--- src/rtl/hex_keypad_scanner_pkg.sv ---
// Shared types and constants for the hex keypad scanner: FSM states,
// idle/reset vectors and the active-low one-hot decoder.
package keypad_pkg;

    typedef enum logic [1:0] {
        SCAN,
        DEBOUNCE,
        HELD
    } state_t;

    localparam logic [3:0] COL_RESET = 4'b0111;
    localparam logic [3:0] ROWS_IDLE = 4'hF;

    // {valid, index}: index 0 means bit 3 is the single low bit, 3 means bit 0.
    function automatic logic [2:0] onehot_low_idx(input logic [3:0] v);
        logic [2:0] res;
        case (v)
            4'b0111: res = 3'b100;
            4'b1011: res = 3'b101;
            4'b1101: res = 3'b110;
            4'b1110: res = 3'b111;
            default: res = 3'b000;
        endcase
        return res;
    endfunction

endpackage

--- src/rtl/hex_keypad_scanner_row_sync.sv ---
// Two-flop synchronizer for the asynchronous, active-low keypad row lines.
// Resets to the idle (all released) pattern.
module row_sync
    import keypad_pkg::*;
(
    input  logic       clk,
    input  logic       rst,
    input  logic [3:0] i_row,
    output logic [3:0] o_rs
);

    logic [3:0] r_meta;
    logic [3:0] r_sync;

    always_ff @(posedge clk) begin
        if (rst) begin
            r_meta <= ROWS_IDLE;
            r_sync <= ROWS_IDLE;
        end else begin
            r_meta <= i_row;
            r_sync <= r_meta;
        end
    end

    assign o_rs = r_sync;

endmodule

--- src/rtl/hex_keypad_scanner.sv ---
// 4x4 hex keypad scanner: column strobe, press/release debounce, key strobe.
// Define KEYPAD_DIGITS_EN to build the 16-bit last-four-keys shift register.
module hex_keypad_scanner
    import keypad_pkg::*;
#(
    parameter int SCAN_DIV_W     = 16,
    parameter int DEBOUNCE_SCANS = 4
) (
    input  logic        clk,
    input  logic        rst,
    input  logic [3:0]  row,
    output logic [3:0]  col,
    output logic [3:0]  key,
    output logic        key_valid,
    output logic [15:0] digits
);

    localparam logic [3:0] DB_N = 4'(DEBOUNCE_SCANS);

    logic [SCAN_DIV_W-1:0] r_div;
    logic [3:0]            r_col;
    logic [1:0]            r_cidx;
    logic [1:0]            r_cand;
    logic [3:0]            r_cnt;
    logic [3:0]            r_key;
    logic                  r_key_valid;
    state_t                r_state;

    logic [3:0] w_rs;
    logic [2:0] w_row_hit;
    logic       w_tick;
    logic       w_match;
    logic       w_load;
    logic [3:0] w_col_rot;
    logic [3:0] w_new_key;

    row_sync u_row_sync (
        .clk   (clk),
        .rst   (rst),
        .i_row (row),
        .o_rs  (w_rs)
    );

    assign w_tick    = &r_div;
    assign w_row_hit = onehot_low_idx(w_rs);
    assign w_match   = w_row_hit[2] && (w_row_hit[1:0] == r_cand);
    assign w_load    = w_tick && (r_state == DEBOUNCE) && w_match && (r_cnt + 4'd1 == DB_N);
    assign w_col_rot = {r_col[0], r_col[3:1]};
    assign w_new_key = {r_cand, r_cidx};

    always_ff @(posedge clk) begin
        if (rst) begin
            r_div       <= '0;
            r_col       <= COL_RESET;
            r_cidx      <= 2'd0;
            r_cand      <= 2'd0;
            r_cnt       <= 4'd0;
            r_key       <= 4'd0;
            r_key_valid <= 1'b0;
            r_state     <= SCAN;
        end else begin
            r_div       <= r_div + SCAN_DIV_W'(1);
            r_key_valid <= 1'b0;
            if (w_tick) begin
                case (r_state)
                    SCAN: begin
                        if (w_row_hit[2]) begin
                            r_cand  <= w_row_hit[1:0];
                            r_cnt   <= 4'd1;
                            r_state <= DEBOUNCE;
                        end else begin
                            r_col  <= w_col_rot;
                            r_cidx <= r_cidx + 2'd1;
                        end
                    end
                    DEBOUNCE: begin
                        if (w_load) begin
                            r_key       <= w_new_key;
                            r_key_valid <= 1'b1;
                            r_cnt       <= 4'd0;
                            r_state     <= HELD;
                        end else if (w_match) begin
                            r_cnt <= r_cnt + 4'd1;
                        end else begin
                            // Lost the candidate: abandon it and move on to the next column.
                            r_cnt   <= 4'd0;
                            r_state <= SCAN;
                            r_col   <= w_col_rot;
                            r_cidx  <= r_cidx + 2'd1;
                        end
                    end
                    HELD: begin
                        if (w_rs == ROWS_IDLE) begin
                            if (r_cnt + 4'd1 == DB_N) begin
                                r_cnt   <= 4'd0;
                                r_state <= SCAN;
                            end else begin
                                r_cnt <= r_cnt + 4'd1;
                            end
                        end else begin
                            r_cnt <= 4'd0;
                        end
                    end
                    default: begin
                        r_cnt   <= 4'd0;
                        r_state <= SCAN;
                    end
                endcase
            end
        end
    end

    assign col       = r_col;
    assign key       = r_key;
    assign key_valid = r_key_valid;

`ifdef KEYPAD_DIGITS_EN
    logic [15:0] r_digits;

    // Loads on the same edge as key so digits and key_valid line up.
    always_ff @(posedge clk) begin
        if (rst) begin
            r_digits <= 16'h0000;
        end else if (w_load) begin
            r_digits <= {r_digits[11:0], w_new_key};
        end
    end

    assign digits = r_digits;
`else
    assign digits = 16'h0000;
`endif

endmodule

--- config.mk ---
export PLATFORM = sky130hd
export DESIGN_NAME = hex_keypad_scanner
export DESIGN_NICKNAME = d
export VERILOG_FILES = /design/src/rtl/hex_keypad_scanner_pkg.sv /design/src/rtl/hex_keypad_scanner_row_sync.sv /design/src/rtl/hex_keypad_scanner.sv
export SDC_FILE = /design/constraint.sdc
export NUM_CORES = 1
export LEC_CHECK = 0
export ABC_AREA = 1
export CORE_ASPECT_RATIO = 0.5
export CORE_MARGIN = 4
export CORE_UTILIZATION = 40
export DETAILED_ROUTE_END_ITERATION = 8
export HOLD_SLACK_MARGIN = 0.12
export PLACE_DENSITY_LB_ADDON = 0.08
export SLEW_MARGIN = 20
export SYNTH_ARGS = -nofsm -noshare
export SYNTH_HDL_FRONTEND = slang
export SYNTH_HIERARCHICAL = 1
export SYNTH_SLANG_ARGS = --single-unit
--- constraint.sdc ---
create_clock -name clk -period 1.6 [get_ports clk]
set_input_delay 0.32 -clock clk [delete_from_list [all_inputs] [get_ports clk]]
set_output_delay 0.32 -clock clk [all_outputs]
set_load 0.05 [all_outputs]
==> key figures, run 1 <==
Global route
  – Gr ovfl total: 0
  – Initial antenna violation count: 0
  – First-pass GRT wire length: 7220 um
  – Overall global routing resource usage: 0.131
  – Vias in the first global route: 1609
  – Largest net degree at the start of global routing: 22

Synth
  – Yosys cell types: 34
  – Ys Warns: 6
  – Main synth FF type: dfxtp_1
  – Cell Area, Synth: 2230 um^2
  – Synth Instances: 312
  – Area share of the largest cell type after synthesis: 0.385
  – #FFs+latches synth: 43
  – Ys async rst share: 0
  – Synth area leader: dfxtp_1
  – Seq/Total Area, Yosys: 0.385
  – Number of synthesized flops with an enable pin: 0
  – Synth area leaders: dfxtp_1 39%, nand2_1 11%, inv_1 7.6%
  – Most frequent cells after synthesis: 64 x nand2_1, 45 x inv_1, 43 x dfxtp_1
  – Syn_area_per_cell: 7.16 um^2
  – Most common cell in the netlist: nand2_1

Layout
  – Area taken by multi-input logic gates: 1200 um^2
  – Filler Cells Inserted: 523
  – Final net count: 351
  – Layout cells sized above 1: 0.289
  – Reg area: 880 um^2
  – Final antenna diode count: 0
  – Synthesis-to-finish area growth: 21.6%
  – Fin cells: 413

Clock tree
  – H-Tree Depth: 2
  – Clock buffer depth: 2
  – CTS buffer count: 5
  – CTS clk-pin slew, worst paths: 80 ps
  – Clock Tree Root: clkbuf_8
  – Hold buffers post-CTS: 0
  – # clock sinks: 43
  – TritonCTS clock tree: built
  – Worst-skew pair later-pin latency: 290 ps

Power and ir drop
  – Power per Cell Area: 845 nW/um^2
  – Leakage: 1.21 nW
  – Maximum VDD drop: 391 uV

Timing
  – Fin Hold WS: 409 ps
  – Setup TNS: 0 ps
  – Final Hold Viols: 0
  – Final Skew: 5.48 ps
  – Final Max Tran Viols: 0
  – Setup violations, final: 0
  – Fin crit share: 0.959
  – Fmax: 652 MHz
  – RSZ-0062 raised after global routing: yes
  – Minimum clock period: 1530 ps

Floorplanning
  – Die area: 6920 um^2
  – # IOs: 31
  – Core area: 5160 um^2
  – FP Rows: 18
  – Initial Util: 0.433
  – Die W: 114 um
  – Die height: 60.9 um

Worst setup path
  – Setup crit start kind: flip-flop
  – Required time of the critical path: 1790 ps
  – Nature of the critical path endpoint: flip-flop
  – CP arrival: 1720 ps
  – Worst-path maximum fanout: 6
  – Reg2reg start: u_row_sync/o_rs[2]$_SDFF_PP1_
  – Kind of critical path: flip-flop to flip-flop
  – Cells on worst reg2reg path: 10
  – CP startpoint: u_row_sync/o_rs[2]$_SDFF_PP1_
  – Reg2Reg Setup Slack: 70 ps

Placed design
  – Number of placed instances with taps included: 402
  – Final HPWL DP: 3260 um
  – Routability congestion estimate: 0.734
  – # port buffers: 14

Drt
  – DR vias: 1882
  – WL per Instance: 10.6 um
  – DRT Pass-1 Iters: 4
  – Post-DRT Antenna Nets: 0
  – DR iter-0 viols: 112
  – DR DRC count: 0
  – Vias per cell: 4.56
  – WL final: 4380 um

Worst hold path
  – Hold path depth: 2
  – Min-Delay Path Class: flip-flop to flip-flop
  – Hold Startpoint: u_row_sync/r_meta[2]$_SDFF_PP1_

Status
  – Status: complete, no violations

Job
  – Max-cap violation count: 0
critical path, cell delays in order (launching register included):
cell and delay [ps]:
dfxtp_2 340, nand2_1 80, inv_2 60, nor2_1 110
nand2_2 110, o21ai_2 280, nand2_4 100, nand2_4 110
inv_2 60, o21ai_1 120, nor2_1 50
per-stage QoR:
stage               power (mW)  setup WS, ps   util  cell area, um^2
global placement          1.32          27.1  0.474             2440
CTS                       2.31          11.0  0.500             2580
finish                    2.30          66.1  0.527             2720
floorplan                 1.31           120      -             2290
global route              2.39         -37.5  0.527             2720
detailed placement        1.32          31.5  0.474             2440
cells in the final DEF (no fill, tap or decap), types with 3 or more instances in the layout:
master | Yosys | routed
nand2_1 | 64 | 55
inv_1 | 45 | 42
nor2_1 | 38 | 33
dfxtp_1 | 43 | 28
buf_4 | 16 | 21
a21oi_1 | 19 | 19
nand2_2 | 9 | 17
conb_1 | 1 | 16
nand3_1 | 18 | 15
dfxtp_2 | 0 | 15
inv_2 | 6 | 9
o21ai_0 | 9 | 9
nor2_4 | 3 | 6
nand3_2 | 2 | 5
clkbuf_8 | 0 | 5
clkdlybuf4s50_1 | 0 | 5
nor2_2 | 2 | 4
nor3_1 | 4 | 4
nand3_4 | 3 | 3
nor3_4 | 1 | 3
nand4_1 | 3 | 3
cell families after synthesis:
group	after synthesis	share of synthesized area
AO/OA/AOI/OAI	39	0.0963
XOR/XNOR	3	0.0118
adder cells (fa/ha/maj)	3	0.0168
buffers and inverters	70	0.148
flip-flops	43	0.385
other	1	0.00168
AND/OR/NAND/NOR	153	0.340
timing repair:
action | 4_1_cts | 5_1_grt
endpoints found under the setup margin | 0 | 17
setup buffers | 0 | 3
resized for setup | 0 | 44
layer usage:
metal | share of wire | up-vias | GRT usage
li1 | - | 1006 | -
met1 | 0.53 | 826 | 0.188
met2 | 0.41 | 48 | 0.198
met3 | 0.061 | 2 | 0.0398
met4 | 0.0027 | 0 | 0.0257
met5 | 0 | - | 0
final timing paths:
kind                                                       to
worst max-delay path                      col[3]$_SDFFE_PP0P_
worst min-delay path            u_row_sync/o_rs[2]$_SDFF_PP1_
worst max register to register            col[3]$_SDFFE_PP0P_
worst min register to register  u_row_sync/o_rs[2]$_SDFF_PP1_
power breakdown:
part / total, mW / switching (mW) / internal, mW
Clock: 0.981 / 0.357 / 0.624
Combinational: 0.216 / 0.161 / 0.0551
Sequential: 1.10 / 0.0118 / 1.09
area by class of cell:
class                           count  area share
Multi-Input combinational cell    214       0.441
Tap cell                           70      0.0322
Sequential cell                    43       0.324
Timing Repair Buffer               27      0.0838
Clock buffer                        6      0.0267
Clock inverter                      2      0.0221
Inverter                           51      0.0704
flip-flops by register name, summed over array words and instances (netlist names), 4 cells and up:
register and flops:
col 4, key 4, r_cnt 4, r_div 16, u_row_sync/o_rs 4, u_row_sync/r_meta 4
Power figures use the tool's default switching activity.
==> run 2, diff against run 1 <==
--- a/config.mk
+++ b/config.mk
@@ -9,9 +9,11 @@
 export CORE_ASPECT_RATIO = 0.5
 export CORE_MARGIN = 4
 export CORE_UTILIZATION = 40
+export CTS_CLUSTER_SIZE = 16
 export DETAILED_ROUTE_END_ITERATION = 8
 export HOLD_SLACK_MARGIN = 0.12
 export PLACE_DENSITY_LB_ADDON = 0.08
+export SKIP_LAST_GASP = 1
 export SLEW_MARGIN = 20
 export SYNTH_ARGS = -nofsm -noshare
 export SYNTH_HDL_FRONTEND = slang
==> results of run 2 <==
Final layout, timing and power as in run 1 (identical DEF).
==> variant, RTL diff (settings of run 2) <==
Re-encode `state_t` (3 states) as one-hot, 3 bits wide.
--- a/src/rtl/hex_keypad_scanner_pkg.sv
+++ b/src/rtl/hex_keypad_scanner_pkg.sv
@@ -2,10 +2,10 @@
 // idle/reset vectors and the active-low one-hot decoder.
 package keypad_pkg;
 
-    typedef enum logic [1:0] {
-        SCAN,
-        DEBOUNCE,
-        HELD
+    typedef enum logic [2:0] {
+        SCAN     = 3'b001,
+        DEBOUNCE = 3'b010,
+        HELD     = 3'b100
     } state_t;
 
     localparam logic [3:0] COL_RESET = 4'b0111;
Behaviour: no difference found for any inputs over 10 cycles, from zero or initial values and one cycle with rst high; not proved beyond that.
==> variant against run 2 <==
- the flow now finishes with violations (setup timing)
- non-clock buffer count is 29 higher
- critical path type unchanged
- total power is 10% higher
- critical endpoint is now r_state[1]$_SDFFE_PP0P_
- synthesized area is 2.1% higher
- worst setup slack worse by 0.11 ns
- hold slack worse by 0.0015 ns
- largest power group is now clock
- first-iteration DRC count is 31% lower
- sequential cell count is 1 higher
- maximum frequency is 6.6% lower
- count of clock-buffer cells in the layout is 1 lower
- routed wire length is 14% higher
- cell area is 16% higher
==> variant: results <==
set metrics [dict create \
    multi_input_gates 217 \
    num-nonclk-buffers 56 \
    p_leak_nw 1.532 \
    ys_top_cells_by_area "dfxtp_1 39%, nand2_1 12%, inv_1 7.6%, buf_4 5.3%, nor2_1 5.1%" \
    rr_endpoint "r_state[1]$_SDFFE_PP0P_" \
    grt.total_usage_pct 14.67 \
    outcome "finished, violations left" \
    yosysUniqueCellTypes 35 \
    clock_area_share_pct 5.339 \
    ys_seq_area_share_pct 38.60 \
    layout.nets 380 \
    skew_ns 0.004480 \
    routed_via_density 4.552 \
    setup_viol 1 \
    gp_congestion 0.7980 \
    clockBufferCount 5 \
    synth_compound_area_share_pct 10.20 \
    synth_adder_area_share_pct 1.096 \
    setup_ws_ns -0.04189 \
    r2r-start "r_div[0]$_SDFF_PP0_" \
    drive_gt1_share_pct 37.27 \
    initialDrtViolationCount 77 \
    grt_max_degree 24 \
    cp_max_fo 5 \
    multiInputGateArea_um2 1353 \
    holdPathStages 2 \
    cts-root-buf "clkbuf_16" \
    failed_checks "setup timing" \
    multi_input_area_share_pct 43.07 \
    synthXorXnorAreaFrac_pct 0.7675 \
    cts.repair.resized 16 \
    pg_clk_w 0.00116 \
    fillers 521 \
    clk_latency_ns 0.29 \
    seq_share_pct 28.53 \
    place_ws_ns -0.1045 \
    power_sequential_w 0.00112 \
    fp.dieW_um 114.8 \
    arrival_ns 1.82 \
    synth_common_cells "72 x nand2_1, 46 x inv_1, 44 x dfxtp_1, 31 x nor2_1" \
    hold_path_end "u_row_sync/o_rs[2]$_SDFF_PP1_" \
    grt_pass1_vias 1859 \
    cp_slowest_cell "dfxtp_2" \
    bufAreaShareNonClock_pct 14.30 \
    place_area_um2 2676 \
    grt_pass1_wl_um 8024 \
    clkSlewWorstSetupHoldPaths_ns 0.06 \
    ir_drop_uv 568.7 \
    netSwitchingFraction_pct 24.26 \
    dp_hpwl_um 3537 \
    cp-start-kind "flip-flop" \
    inv_count 48 \
    routedWlPerCell_um 11.15 \
    post-cts-setup-buffer-count 2 \
    cts_sinks 44 \
]
variant: cell count changes after synthesis, sizes merged, moves of 2 or more:
| cell | delta |
|---|---|
| nor2 | -6 |
| clkbuf | +2 |
| nor3b | +3 |
| inv | -4 |
| nand2 | +2 |
| o21ai | +3 |
| nand4 | +2 |
| a31oi | -2 |
| xnor2 | -2 |
| buf | -2 |
variant: metrics by stage:
step	TNS, ns	cells	total power (W)	hold slack [ns]
2_1_floorplan	0	327	0.001331	0.3868
6_report	-0.04189	446	0.002535	0.4078
3_5_place_dp	-0.7289	427	0.001363	0.3944
5_1_grt	-1.193	446	0.002635	0.4219
4_1_cts	-0.09649	437	0.002549	0.4095
3_3_place_gp	-0.4266	427	0.001362	0.3966
variant: metal layers:
layer	GRT usage [%]	vias up	routed length, um
li1	-	1082	-
met1	18.64	905	2313
met2	23.82	36	2348
met3	4.809	7	245
met4	5.518	0	65
met5	0	-	0
